==> config.mk <==
export PLATFORM = sky130hd
export DESIGN_NAME = result_collector
export DESIGN_NICKNAME = d
export VERILOG_FILES = /design/src/rtl/result_collector.sv
export SDC_FILE = /design/constraint.sdc
export NUM_CORES = 1
export LEC_CHECK = 0
export ABC_CLOCK_PERIOD_IN_PS = 6800
export CAP_MARGIN = 20
export CORE_AREA = 2 2 159 161
export DETAILED_ROUTE_END_ITERATION = 8
export DIE_AREA = 0 0 161 163
export DONT_BUFFER_PORTS = 1
export PLACE_DENSITY = 0.68
export RECOVER_POWER = 25
export SYNTH_ARGS = -nofsm -noshare
export SYNTH_HDL_FRONTEND = slang
export SYNTH_SLANG_ARGS = --single-unit
==> constraint.sdc <==
create_clock -name clk -period 6.8 [get_ports clk]
set_input_delay 1.02 -clock clk [delete_from_list [all_inputs] [get_ports clk]]
set_output_delay 1.02 -clock clk [all_outputs]
set_load 0.005 [all_outputs]
==> src/rtl/result_collector.sv <==
// Result collector: buffers {data16,data32} beats in a FIFO, keeps a running
// checksum of accepted beats, and drains on a flush command.
module result_collector #(
    parameter int DEPTH = 4,
    parameter int CW    = $clog2(DEPTH) + 1
) (
    input  logic          clk,
    input  logic          reset,
    input  logic          in_valid,
    output logic          in_ready,
    input  logic [15:0]   in_data16,
    input  logic [31:0]   in_data32,
    output logic          out_valid,
    input  logic          out_ready,
    output logic [47:0]   out_data,
    input  logic          flush,
    output logic          done,
    output logic [CW-1:0] count,
    output logic [31:0]   checksum,
    output logic [7:0]    drop_count
);

    localparam int AW = $clog2(DEPTH);
    localparam logic [CW-1:0] FULL = CW'(DEPTH);

    typedef enum logic [7:0] {
        RUN   = 8'd0,
        FLUSH = 8'd1,
        DONE  = 8'd2
    } state_t;

    state_t fsmState, nextState;

    logic [47:0]   mem [DEPTH];
    logic [AW-1:0] wr_ptr, rd_ptr;
    logic          push, pop;

    assign in_ready  = (fsmState == RUN) && (count < FULL);
    assign out_valid = (count != '0);
    assign out_data  = mem[rd_ptr];
    assign push      = in_valid && in_ready;
    assign pop       = out_valid && out_ready;

    always_comb begin
        nextState = fsmState;
        done      = 1'b0;
        unique case (fsmState)
            RUN: begin
                if (flush) nextState = FLUSH;
            end
            FLUSH: begin
                // Last entry leaving this cycle counts as drained.
                if (count == '0 || (count == CW'(1) && pop))
                    nextState = DONE;
            end
            DONE: begin
                done      = 1'b1;
                nextState = RUN;
            end
            default: nextState = RUN;
        endcase
    end

    always_ff @(posedge clk or posedge reset) begin
        if (reset) fsmState <= RUN;
        else       fsmState <= nextState;
    end

    always_ff @(posedge clk or posedge reset) begin
        if (reset) begin
            wr_ptr     <= '0;
            rd_ptr     <= '0;
            count      <= '0;
            checksum   <= '0;
            drop_count <= '0;
        end else begin
            if (push) wr_ptr <= wr_ptr + AW'(1);
            if (pop)  rd_ptr <= rd_ptr + AW'(1);
            case ({push, pop})
                2'b10:   count <= count + CW'(1);
                2'b01:   count <= count - CW'(1);
                default: count <= count;
            endcase
            if (fsmState == DONE)
                checksum <= '0;
            else if (push)
                checksum <= checksum + {16'h0, in_data16} + in_data32;
            if (in_valid && !in_ready && drop_count != 8'hFF)
                drop_count <= drop_count + 8'd1;
        end
    end

    // Storage needs no reset; out_data is ignored while out_valid is low.
    always_ff @(posedge clk) begin
        if (push) mem[wr_ptr] <= {in_data16, in_data32};
    end

endmodule

==> reports/results.tsv <==
metric	value	unit
Final Cycle Share	54.2	%
Total Wirelength	23400	µm
Reg power frac	38.4	%
Hold Path Sink	fsmState[0]	
Yosys cell types	58	
vias in the first global route	6577	
CP startpoint kind	input pin	
core area	24700	µm²
status	finished clean	
die footprint	26200	µm²
Post-CTS Setup Bufs	0	
DR iter-0 viols	320	
post-DR wirelength/cell	22.0	µm
Hold WS	0.504	ns
fmax	271	MHz
Worst Skew	0.0113	ns
gpl congestion	0.889	
Post-Place Setup Slack	2.60	ns
Data arrival, critical path	4.06	ns
largest net degree at the start of global routing	62	
clk sink count	241	
Worst Setup End Kind	flop	
cell area after placement	11500	µm²
Setup TNS	0	ns
Synthesis Warnings	0	
# port buffers	0	
CTS Buf Count	25	
Reg-to-Reg Start	checksum[1]	
final setup vio count	0	
Initial Util	45.1	%
net count after synthesis	832	
Total Routing Usage GR	18.1	%
Yosys reg bits	241	
IO Pins	147	
gr ovfl total	0	
Min-Delay Path Depth	1	
H-tree Lvls	1	
CTS resizes	0	
sequential fraction of the synthesis area	62.8	%
clock share of power	25.3	%
Hold Startpoint	fsmState[1]	
CP Data Required Time	7.17	ns
worst vdd ir	0.283	mV
initial antenna violation count	0	
Ant. Diodes	0	
num rows	58	
Cells after Synth	707	
R2R depth	12	
R2R Setup Slk	3.21	ns
Final Hold Viols	0	
max cap viols	0	
drt drc	0	
most frequent cells in the layout	192 x edfxtp_1, 55 x ha_1, 48 x mux4_2, 47 x dfrtp_1, 41 x nand3_1	
switching power	1.89	mW
Post-synth EDFFs	192	
post-DP HPWL	15600	µm
Synth async-reset ratio	20.3	%
Avg Inst Size Synth	15.7	µm²
first-pass GRT wire length	36900	µm
ANT nets after route	0	
vias per cell	5.70	
leakage power	4.45	nW
Synth Cell Area	11100	µm²
Reg-to-Reg End	checksum[29]	
logic gate share of total power	36.3	%
nets@finish	842	
CTS tree	done	
Overall Power	5.45	mW
die width	161	µm
share of layout cells above drive strength 1	15.8	%
most common cell after layout, fill and taps aside	edfxtp_1	
CP Class	input pin to flop	
CTS root buf	clkbuf_16	
worst min-delay path category	flop to flop	
min cycle time layout	3.69	ns
worst-path fanout max	5	
max-slew violation count	0	
Final Instance Area	12400	µm²
unrepaired setup endpoints after global routing	no	
cell area power density	441	nW/µm²
clock-pin slew on the worst setup and hold paths	0.06	ns
routed vias	6080	
area grow syn2layout	11.2	%
final setup margin	3.11	ns
DR pass1 iterations	4	
leading area contributor after synthesis	edfxtp_1	
ranking of synthesized cells by area	edfxtp_1 52%, dfrtp_1 11%, mux4_2 9.7%	
post-synth top area share	51.8	%
clk buf depth	3	
Switching Fraction	34.6	%
Max-slew headroom	46.1	%
Top FF cell, synth	edfxtp_1	
slew at the pin closest to its max-slew limit	0.809	ns
Die Ht	163	µm
cts hold-fix bufs	0	
cell-internal power	3.57	mW
Worst-Skew Late Latency	0.52	ns
-- layout make-up --
class / count / area, µm²
tap: 330 / 413
inverter: 16 / 60.1
sequential: 241 / 7000
clock inverter: 13 / 166
clock buffer: 33 / 666
timing repair buffer: 9 / 87.6
fill: 2064 / 12300
multi-input combinational: 424 / 3990
-- state kept, by name (all words and copies together), names as in the netlist --
register,count
wr_ptr,2
drop_count,8
fsmState,2
rd_ptr,2
count,3
mem,192
checksum,32
-- how the worst max path moves through the flow --
stage	start	to	slack (ns)
floorplan	in_data16[1]	checksum[29]	3.00
global placement	in_data16[1]	checksum[29]	2.64
detailed placement	in_data16[1]	checksum[29]	2.60
CTS	in_data16[1]	checksum[29]	3.14
global route	in_data16[1]	checksum[29]	2.88
finish	in_data16[1]	checksum[29]	3.11
-- through the flow --
step	utilization, %	instances
2_1_floorplan	-	707
3_3_place_gp	46.7	1019
3_5_place_dp	46.7	1019
4_1_cts	50.0	1065
5_1_grt	50.2	1066
6_report	50.2	1066
-- cell usage after synthesis, drive strengths merged, types with 5 or more instances --
master	number
and3	7
a21oi	34
a21o	12
nand4	6
nor2	26
nand2	33
buf	5
clkbuf	21
ha	55
o21ai	40
a211oi	5
nand3	41
o21bai	6
fa	17
mux4	48
dfrtp	49
nor3	8
edfxtp	192
xor2	11
inv	15
xnor2	27
-- cell families (layout without fill, tap and decap cells) --
| logic type | after synthesis | in the layout | share of synthesized area [%] |
|---|---|---|---|
| AND/OR/NAND/NOR | 140 | 140 | 6.13 |
| flip-flops | 241 | 241 | 62.8 |
| AO/OA/AOI/OAI | 122 | 122 | 7.33 |
| buffers and inverters | 42 | 71 | 1.42 |
| multiplexers | 52 | 52 | 10.1 |
| adder cells (fa/ha/maj) | 72 | 72 | 9.24 |
| XOR/XNOR | 38 | 38 | 2.99 |
-- power groups by stage --
stage | Clock (mW) | Sequential [mW] | Combinational [mW]
finish | 1.38 | 2.09 | 1.98
global route | 1.47 | 2.14 | 2.22
detailed placement | 0 | 2.19 | 1.92
global placement | 0 | 2.16 | 1.86
CTS | 1.41 | 2.16 | 1.94
floorplan | 0 | 1.99 | 1.63
-- routing by layer --
layer,part of all wire [%],wire length (µm),vias to the layer above,global-route usage [%]
li1,-,-,2767,-
met1,39,9090,3080,21.5
met4,2.0,468,0,4.95
met2,50,11700,198,31.2
met3,9.1,2140,35,6.49
met5,0,0,-,0
-- critical path: stages --
cell,delay [ns]
fa_1,0.47
ha_1,0.26
fa_1,0.42
a21oi_1,0.24
nor2_1,0.10
or2_1,0.29
a2111oi_2,0.51
o41ai_2,0.19
a21oi_1,0.22
o21ai_1,0.12
xnor2_1,0.15
o21ai_1,0.07
Note: power is estimated with default switching activity, not from simulation.
